`src/rtl/ga_host_ctrl_pkg.sv`:
```
// ga_pkg: shared constants and types for the graphics-accelerator host
// controller.
//   - Default datapath geometry: word width and lanes per beat.
//   - Accelerator command addresses.
//   - Command opcodes and host FSM states.
//   - op_addr(): maps an opcode to the address that starts it.
package ga_pkg;

  localparam int DEF_DATA_W = 32;
  localparam int DEF_LANES  = 4;

  // Command addresses on the accelerator bus. IDLE_ADDR is what the bus
  // carries whenever no command is being issued.
  localparam logic [31:0] MATRIX_ADDR = 32'd0;
  localparam logic [31:0] VRT_ADDR    = 32'd1;
  localparam logic [31:0] RSLT_ADDR   = 32'd2;
  localparam logic [31:0] IDLE_ADDR   = 32'hFFFF_FFFF;

  typedef enum logic [1:0] {
    OP_LOAD   = 2'd0,
    OP_VERTEX = 2'd1,
    OP_READ   = 2'd2,
    OP_RSVD   = 2'd3
  } op_t;

  typedef enum logic [2:0] {
    IDLE,
    ISSUE,
    SEND,
    COMMIT,
    READ,
    RESP
  } host_state_t;

  typedef logic [DEF_DATA_W-1:0]           word_t;
  typedef logic [DEF_LANES*DEF_DATA_W-1:0] beat_t;

  // The opcode value doubles as the accelerator command address.
  function automatic logic [31:0] op_addr(input op_t op);
    case (op)
      OP_LOAD:   op_addr = MATRIX_ADDR;
      OP_VERTEX: op_addr = VRT_ADDR;
      OP_READ:   op_addr = RSLT_ADDR;
      default:   op_addr = IDLE_ADDR;
    endcase
  endfunction

endpackage

```
`src/rtl/ga_host_ctrl_if.sv`:
```
// ga_host_ctrl_if: bundles the three channels of the host controller.
//   Command channel  : cmd_valid, cmd_ready, cmd_op, cmd_data
//                      (LANES*LANES words).
//   Response channel : rsp_valid, rsp_ready, rsp_data
//                      (LANES*LANES words).
//   Status           : done, err (one-cycle pulses).
//   Accelerator bus  : ga_addr, ga_data_in, ga_data_out, ga_rdy.
// The master modport is the controller; the slave modport is the system
// side together with the accelerator.
interface ga_host_ctrl_if
  import ga_pkg::*;
#(
  parameter int DATA_W = DEF_DATA_W,
  parameter int LANES  = DEF_LANES
);

  logic                            cmd_valid;
  logic                            cmd_ready;
  logic [1:0]                      cmd_op;
  logic [LANES*LANES*DATA_W-1:0]   cmd_data;

  logic                            rsp_valid;
  logic                            rsp_ready;
  logic [LANES*LANES*DATA_W-1:0]   rsp_data;

  logic                            done;
  logic                            err;

  logic [31:0]                     ga_addr;
  logic [LANES*DATA_W-1:0]         ga_data_in;
  logic [LANES*DATA_W-1:0]         ga_data_out;
  logic                            ga_rdy;

  modport master (
    input  cmd_valid, cmd_op, cmd_data, rsp_ready, ga_data_out, ga_rdy,
    output cmd_ready, rsp_valid, rsp_data, done, err, ga_addr, ga_data_in
  );

  modport slave (
    output cmd_valid, cmd_op, cmd_data, rsp_ready, ga_data_out, ga_rdy,
    input  cmd_ready, rsp_valid, rsp_data, done, err, ga_addr, ga_data_in
  );

endinterface

```
`src/rtl/ga_host_ctrl.sv`:
```
// ga_host_ctrl: command sequencer and sole master of the graphics
// accelerator's addr/data/rdy bus.
//
// Ports:
//   clk  - clock
//   rst  - synchronous, active-high reset
//   bus  - ga_host_ctrl_if.master
//            command in   : cmd_valid/cmd_ready/cmd_op/cmd_data
//            response out : rsp_valid/rsp_ready/rsp_data
//            status       : done, err
//            accelerator  : ga_addr, ga_data_in, ga_data_out, ga_rdy
//
// Operation:
//   - A command is accepted in IDLE.
//   - The command address is issued once the accelerator reports idle.
//   - LANES payload beats are streamed (load and vertex).
//   - LANES result beats are collected (vertex and read).
//   - The result is held as one response until the consumer takes it.
module ga_host_ctrl
  import ga_pkg::*;
#(
  parameter int DATA_W = DEF_DATA_W,
  parameter int LANES  = DEF_LANES
) (
  input  logic           clk,
  input  logic           rst,
  ga_host_ctrl_if.master bus
);

  localparam int BEAT_W  = LANES * DATA_W;
  localparam int BLOCK_W = LANES * BEAT_W;
  localparam int IDX_W   = (LANES > 1) ? $clog2(LANES) : 1;
  localparam logic [IDX_W-1:0] LAST_BEAT = IDX_W'(LANES - 1);

  host_state_t         state_reg;
  op_t                 op_reg;
  logic [BLOCK_W-1:0]  cmd_data_reg;
  logic [IDX_W-1:0]    beat_reg;
  logic [BEAT_W-1:0]   rsp_beat_reg [LANES];
  logic                rsp_valid_reg;
  logic                done_reg;
  logic                err_reg;

  logic [BEAT_W-1:0]   cmd_beat [LANES];
  wire  [BLOCK_W-1:0]  rsp_data_w;
  logic [31:0]         ga_addr_c;
  logic [BEAT_W-1:0]   ga_data_in_c;
  logic                last_beat;
  logic                proto_err;

  assign last_beat = (beat_reg == LAST_BEAT);

  // The accelerator is busy from the cycle after it sees a command address
  // until its write-back or read-out completes. Seeing it idle inside that
  // window means both ends have lost step with each other.
  assign proto_err = bus.ga_rdy &&
                     ((state_reg == SEND) || (state_reg == COMMIT) ||
                      (state_reg == READ));

  // Beat k of a block occupies words LANES*k .. LANES*k+LANES-1.
  for (genvar gi = 0; gi < LANES; gi++) begin : g_beat
    assign cmd_beat[gi]                        = cmd_data_reg[gi*BEAT_W +: BEAT_W];
    assign rsp_data_w[gi*BEAT_W +: BEAT_W]     = rsp_beat_reg[gi];
  end

  // The accelerator bus is decoded from registered state. In ISSUE the
  // address is additionally gated by ga_rdy, so the command appears only in
  // the cycle the accelerator can take it.
  always_comb begin
    ga_addr_c    = IDLE_ADDR;
    ga_data_in_c = '0;
    case (state_reg)
      ISSUE: begin
        if (bus.ga_rdy) ga_addr_c = op_addr(op_reg);
      end
      SEND: begin
        ga_data_in_c = cmd_beat[beat_reg];
        // The vertex read is chained onto the last payload beat. It is
        // suppressed on a protocol error so that no read starts on an
        // accelerator that is already out of step.
        if (last_beat && (op_reg == OP_VERTEX) && !bus.ga_rdy)
          ga_addr_c = RSLT_ADDR;
      end
      default: ;
    endcase
  end

  always_ff @(posedge clk) begin
    if (rst) begin
      state_reg     <= IDLE;
      op_reg        <= OP_LOAD;
      cmd_data_reg  <= '0;
      beat_reg      <= '0;
      rsp_valid_reg <= 1'b0;
      done_reg      <= 1'b0;
      err_reg       <= 1'b0;
      for (int i = 0; i < LANES; i++) rsp_beat_reg[i] <= '0;
    end else begin
      done_reg <= 1'b0;
      err_reg  <= 1'b0;
      case (state_reg)
        IDLE: begin
          if (bus.cmd_valid) begin
            op_reg       <= op_t'(bus.cmd_op);
            cmd_data_reg <= bus.cmd_data;
            // A reserved op is consumed but only reported; the accelerator
            // never sees it.
            if (op_t'(bus.cmd_op) == OP_RSVD) err_reg   <= 1'b1;
            else                              state_reg <= ISSUE;
          end
        end
        ISSUE: begin
          if (bus.ga_rdy) begin
            beat_reg  <= '0;
            state_reg <= (op_reg == OP_READ) ? READ : SEND;
          end
        end
        SEND: begin
          if (proto_err) begin
            err_reg   <= 1'b1;
            state_reg <= IDLE;
          end else if (last_beat) begin
            beat_reg  <= '0;
            state_reg <= (op_reg == OP_VERTEX) ? READ : COMMIT;
          end else begin
            beat_reg  <= beat_reg + IDX_W'(1);
          end
        end
        COMMIT: begin
          if (proto_err) err_reg  <= 1'b1;
          else           done_reg <= 1'b1;
          state_reg <= IDLE;
        end
        READ: begin
          if (proto_err) begin
            err_reg   <= 1'b1;
            state_reg <= IDLE;
          end else begin
            rsp_beat_reg[beat_reg] <= bus.ga_data_out;
            if (last_beat) begin
              beat_reg      <= '0;
              rsp_valid_reg <= 1'b1;
              state_reg     <= RESP;
            end else begin
              beat_reg      <= beat_reg + IDX_W'(1);
            end
          end
        end
        RESP: begin
          if (bus.rsp_ready) begin
            rsp_valid_reg <= 1'b0;
            done_reg      <= 1'b1;
            state_reg     <= IDLE;
          end
        end
        default: state_reg <= IDLE;
      endcase
    end
  end

  assign bus.cmd_ready  = (state_reg == IDLE);
  assign bus.rsp_valid  = rsp_valid_reg;
  assign bus.rsp_data   = rsp_data_w;
  assign bus.done       = done_reg;
  assign bus.err        = err_reg;
  assign bus.ga_addr    = ga_addr_c;
  assign bus.ga_data_in = ga_data_in_c;

endmodule

```
`src/flat_wrapper.sv`:
```
// flat-port wrapper written by rule: the top's interface ports become plain ports
module ga_host_ctrl_flat import ga_pkg::*;
#(
  parameter int DATA_W = DEF_DATA_W,
  parameter int LANES  = DEF_LANES
)
  (clk, rst, bus_cmd_valid, bus_cmd_op, bus_cmd_data, bus_rsp_ready, bus_ga_data_out, bus_ga_rdy, bus_cmd_ready, bus_rsp_valid, bus_rsp_data, bus_done, bus_err, bus_ga_addr, bus_ga_data_in);
  ga_host_ctrl_if #(.DATA_W(DATA_W), .LANES(LANES)) bus_i ();
  input  logic clk;
  input  logic rst;
  input wire logic [$bits(bus_i.cmd_valid)-1:0] bus_cmd_valid;
  input wire logic [$bits(bus_i.cmd_op)-1:0] bus_cmd_op;
  input wire logic [$bits(bus_i.cmd_data)-1:0] bus_cmd_data;
  input wire logic [$bits(bus_i.rsp_ready)-1:0] bus_rsp_ready;
  input wire logic [$bits(bus_i.ga_data_out)-1:0] bus_ga_data_out;
  input wire logic [$bits(bus_i.ga_rdy)-1:0] bus_ga_rdy;
  output wire logic [$bits(bus_i.cmd_ready)-1:0] bus_cmd_ready;
  output wire logic [$bits(bus_i.rsp_valid)-1:0] bus_rsp_valid;
  output wire logic [$bits(bus_i.rsp_data)-1:0] bus_rsp_data;
  output wire logic [$bits(bus_i.done)-1:0] bus_done;
  output wire logic [$bits(bus_i.err)-1:0] bus_err;
  output wire logic [$bits(bus_i.ga_addr)-1:0] bus_ga_addr;
  output wire logic [$bits(bus_i.ga_data_in)-1:0] bus_ga_data_in;
  assign bus_i.cmd_valid = bus_cmd_valid;
  assign bus_i.cmd_op = bus_cmd_op;
  assign bus_i.cmd_data = bus_cmd_data;
  assign bus_i.rsp_ready = bus_rsp_ready;
  assign bus_i.ga_data_out = bus_ga_data_out;
  assign bus_i.ga_rdy = bus_ga_rdy;
  assign bus_cmd_ready = bus_i.cmd_ready;
  assign bus_rsp_valid = bus_i.rsp_valid;
  assign bus_rsp_data = bus_i.rsp_data;
  assign bus_done = bus_i.done;
  assign bus_err = bus_i.err;
  assign bus_ga_addr = bus_i.ga_addr;
  assign bus_ga_data_in = bus_i.ga_data_in;
  ga_host_ctrl #(.DATA_W(DATA_W), .LANES(LANES)) u_core (.clk(clk), .rst(rst), .bus(bus_i));
endmodule
```
`config.mk`:
```
export PLATFORM = sky130hd
export DESIGN_NAME = ga_host_ctrl_flat
export DESIGN_NICKNAME = d
export VERILOG_FILES = /design/src/rtl/ga_host_ctrl_pkg.sv /design/src/rtl/ga_host_ctrl_if.sv /design/src/rtl/ga_host_ctrl.sv /design/src/flat_wrapper.sv
export SDC_FILE = /design/constraint.sdc
export NUM_CORES = 2
export LEC_CHECK = 0
export ABC_AREA = 1
export CAP_MARGIN = 20
export CORE_AREA = 2 2 519 521
export CTS_CLUSTER_DIAMETER = 120
export DETAILED_ROUTE_END_ITERATION = 16
export DIE_AREA = 0 0 521 523
export HOLD_SLACK_MARGIN = 0.15
export PLACE_DENSITY_LB_ADDON = 0.12
export REMOVE_ABC_BUFFERS = 1
export SLEW_MARGIN = 20
export SYNTH_ARGS = -nofsm -noshare
export SYNTH_HDL_FRONTEND = slang
export SYNTH_SLANG_ARGS = --single-unit
```
`constraint.sdc`:
```
create_clock -name clk -period 16.4 [get_ports clk]
set_input_delay 3.28 -clock clk [delete_from_list [all_inputs] [get_ports clk]]
set_output_delay 3.28 -clock clk [all_outputs]
set_load 0.005 [all_outputs]
```
==> out/qor.yml <==
synth:
  synth.most_common_cell: "nor2_1"
  async_flop_share_pct: 0
  synth_area_leaders: "edfxtp_1, dfxtp_1, nor2_1"
  yosysWarnings: 0
  synth-edff-count: 512
  synth_commonest_cells: "nor2_1, o21ai_0, a21oi_1"
  synth_top_area_cell: "edfxtp_1"
  synth.top_cell.area_share_pct: 37.9
  synth_seq_cells: 1034
  ys_types: 30
  synth_cells: 4313
  seq_area_frac_synth_pct: 63.6
  synth_area_um2: 40600
  ys.flop_type: "dfxtp_1"
  syn_area_per_cell_um2: 9.41
finish:
  nets: 6097
  post-route-util_pct: 23.0
  drive_above_1_share_pct: 4.61
  area_delta_synth_final_pct: 51.6
  final_area_um2: 61500
floorplan:
  ioPinCount: 1323
  core_um2: 267000
  start_util_pct: 15.2
  std_cell_rows: 190
  die_h_um: 523
  die_area_um2: 272000
  die_w_um: 521
detailed_routing:
  drtPass1Iterations: 5
  vias_per_cell: 3.86
  num_vias: 35258
  drc: 0
  drt.antenna.violating_nets: 0
  wl_per_cell_um: 23.1
  drtIter0Drc: 2003
  wl_um: 211000
critical_path:
  cp_data_arrival_time_ps: 5840
  cp-start-kind: "input pin"
  r2r_slack_ps: 11900
  crit_required_ps: 13120
  reg2regPathDepth: 5
  critPathMaxFanout: 30
  setup.worst_path.class: "in2out"
  end_kind: "primary output"
power:
  p_comb_share_pct: 24.4
  ir_worst_vdd_mv: 0.136
  power_frac_seq_pct: 39.5
  p_switching_w: 0.00278
  p_total_w: 0.00837
  p_sw_share_pct: 33.2
  power_density_nw_per_um2: 136
  clockPowerShare_pct: 36.1
  leakage_nw: 22.3
  internal_power_w: 0.00559
grt:
  grt_pass1_wl_um: 288000
  track_usage_pct: 14.8
  first_global_vias: 35189
  grt_max_degree: 196
  antenna_found_initial: 144
  grt-ovfl-total: 0
cts:
  hold_buffers: 0
  cts_root_buf: "clkbuf_16"
  cts_max_level: 4
  cts_tree: "built"
  cts_resized: 0
  clk_pin_slew_ps: 50
  clock_path_buffers: 3
  clock_sinks: 1034
  clkLatencyLatePin_ps: 800
  cts_buffers: 139
  post_cts_buffers: 0
sta:
  fmax_mhz: 110
  rsz0062_at_grt: "no"
  finalCriticalPeriod_ps: 9120
  setup_ws_ps: 7280
  skew_ps: 30.3
  worst_pin_slew_ps: 1150
  setup_viol: 0
  slew_headroom_pct: 23.5
  drv_slew: 0
  period_share_pct: 55.6
  finalHoldViolCount: 0
  fin_setup_tns_ps: 0
placed_design:
  pre_cts_ws_ps: 7320
  placement.io_buffers: 1322
  dp_hpwl_um: 148000
  gp_congestion: 0.774
  dpl-instance-area_um2: 56900
run_status:
  status: "completed"
hold_path:
  whs_path_depth: 2
  min_path_type: "reg2reg"
flow_run:
  maxCapViolCount: 0
==> final cells by class <==
cell class	count	area (um2)
multi-input cells	2513	11500
inverters	402	1550
repair buffers	1359	13600
clock buffers	203	3990
diodes	37	92.6
flip-flops and latches	1034	25800
clock inverters	46	488
fillers	29061	205000
well taps	3552	4440
==> through the flow <==
stage,std cells,hold slack (ps)
2_1_floorplan,3949,432
3_5_place_dp,8860,444
5_1_grt,9118,465
6_report,9146,451
3_3_place_gp,8860,439
4_1_cts,9109,453
==> critical path: stages <==
cell and delay, ps:
clkdlybuf4s50_1 420, inv_1 380, o21ai_0 230, o21ai_2 860
clkdlybuf4s50_1 670
==> path summary, 6_finish.rpt <==
check,from,to
max,bus_ga_rdy,bus_ga_addr[17]
min,u_core.cmd_data_reg[332],u_core.cmd_data_reg[332]
max reg2reg,u_core.beat_reg[1],u_core.rsp_beat_reg[3][99]
min reg2reg,u_core.cmd_data_reg[332],u_core.cmd_data_reg[332]
==> routing by layer <==
metal  global-route usage [%]  routed length [um]  up-vias
li1                         -                   -    16772
met4                     3.64                4070      170
met3                     6.75               20400      377
met1                     16.9               84400    16770
met2                     25.1              101000     1169
met5                        0                1090        -
==> power by group through the flow <==
| stage | Sequential [W] | Clock, W | Combinational, W |
|---|---|---|---|
| after floorplan | 0.00335 | 0 | 0.00108 |
| after global placement | 0.00336 | 0 | 0.00211 |
| after detailed placement | 0.00336 | 0 | 0.00212 |
| after CTS | 0.00331 | 0.00313 | 0.00213 |
| after global routing | 0.00335 | 0.00323 | 0.00230 |
| final | 0.00331 | 0.00302 | 0.00205 |
==> kinds of logic (layout without fill, tap and decap cells) <==
kind of cell / after synthesis / after routing / share of synthesized area (%)
AOI/OAI and AO/OA: 1428 / 1428 / 17.6
adders and majority gates: 1 / 1 / 0.0308
buffers and inverters: 766 / 2010 / 8.21
DFF: 1034 / 1034 / 63.6
other: 0 / 37 / 0
and+or+nand+nor: 1084 / 1084 / 10.5
==> cells in the final DEF (no fill, tap or decap), types with 2 or more instances in the layout <==
cell type | Yosys | routed
clkinv_8 | 0 | 2
clkdlybuf4s50_1 | 0 | 1322
bufinv_16 | 0 | 2
clkinv_2 | 0 | 10
dfxtp_1 | 522 | 520
nor2_4 | 2 | 2
inv_8 | 0 | 3
clkinv_16 | 0 | 5
nor3_1 | 67 | 67
edfxtp_1 | 512 | 512
dfxtp_4 | 0 | 2
a21oi_1 | 650 | 650
nor2_8 | 2 | 2
nand2_1 | 26 | 22
inv_1 | 395 | 395
inv_6 | 0 | 7
buf_12 | 0 | 8
o21ai_1 | 67 | 67
clkbuf_16 | 0 | 140
clkinv_1 | 1 | 15
nand2_4 | 1 | 5
inv_16 | 0 | 4
o21ai_0 | 707 | 706
nand4_1 | 4 | 4
nand3b_1 | 3 | 3
nor2_1 | 969 | 969
clkinv_4 | 0 | 2
nand3_1 | 7 | 7
clkbuf_1 | 219 | 38
buf_4 | 35 | 29
clkbuf_8 | 0 | 25
diode_2 | 0 | 37
nand2_8 | 0 | 2
Power figures use the tool's default switching activity.
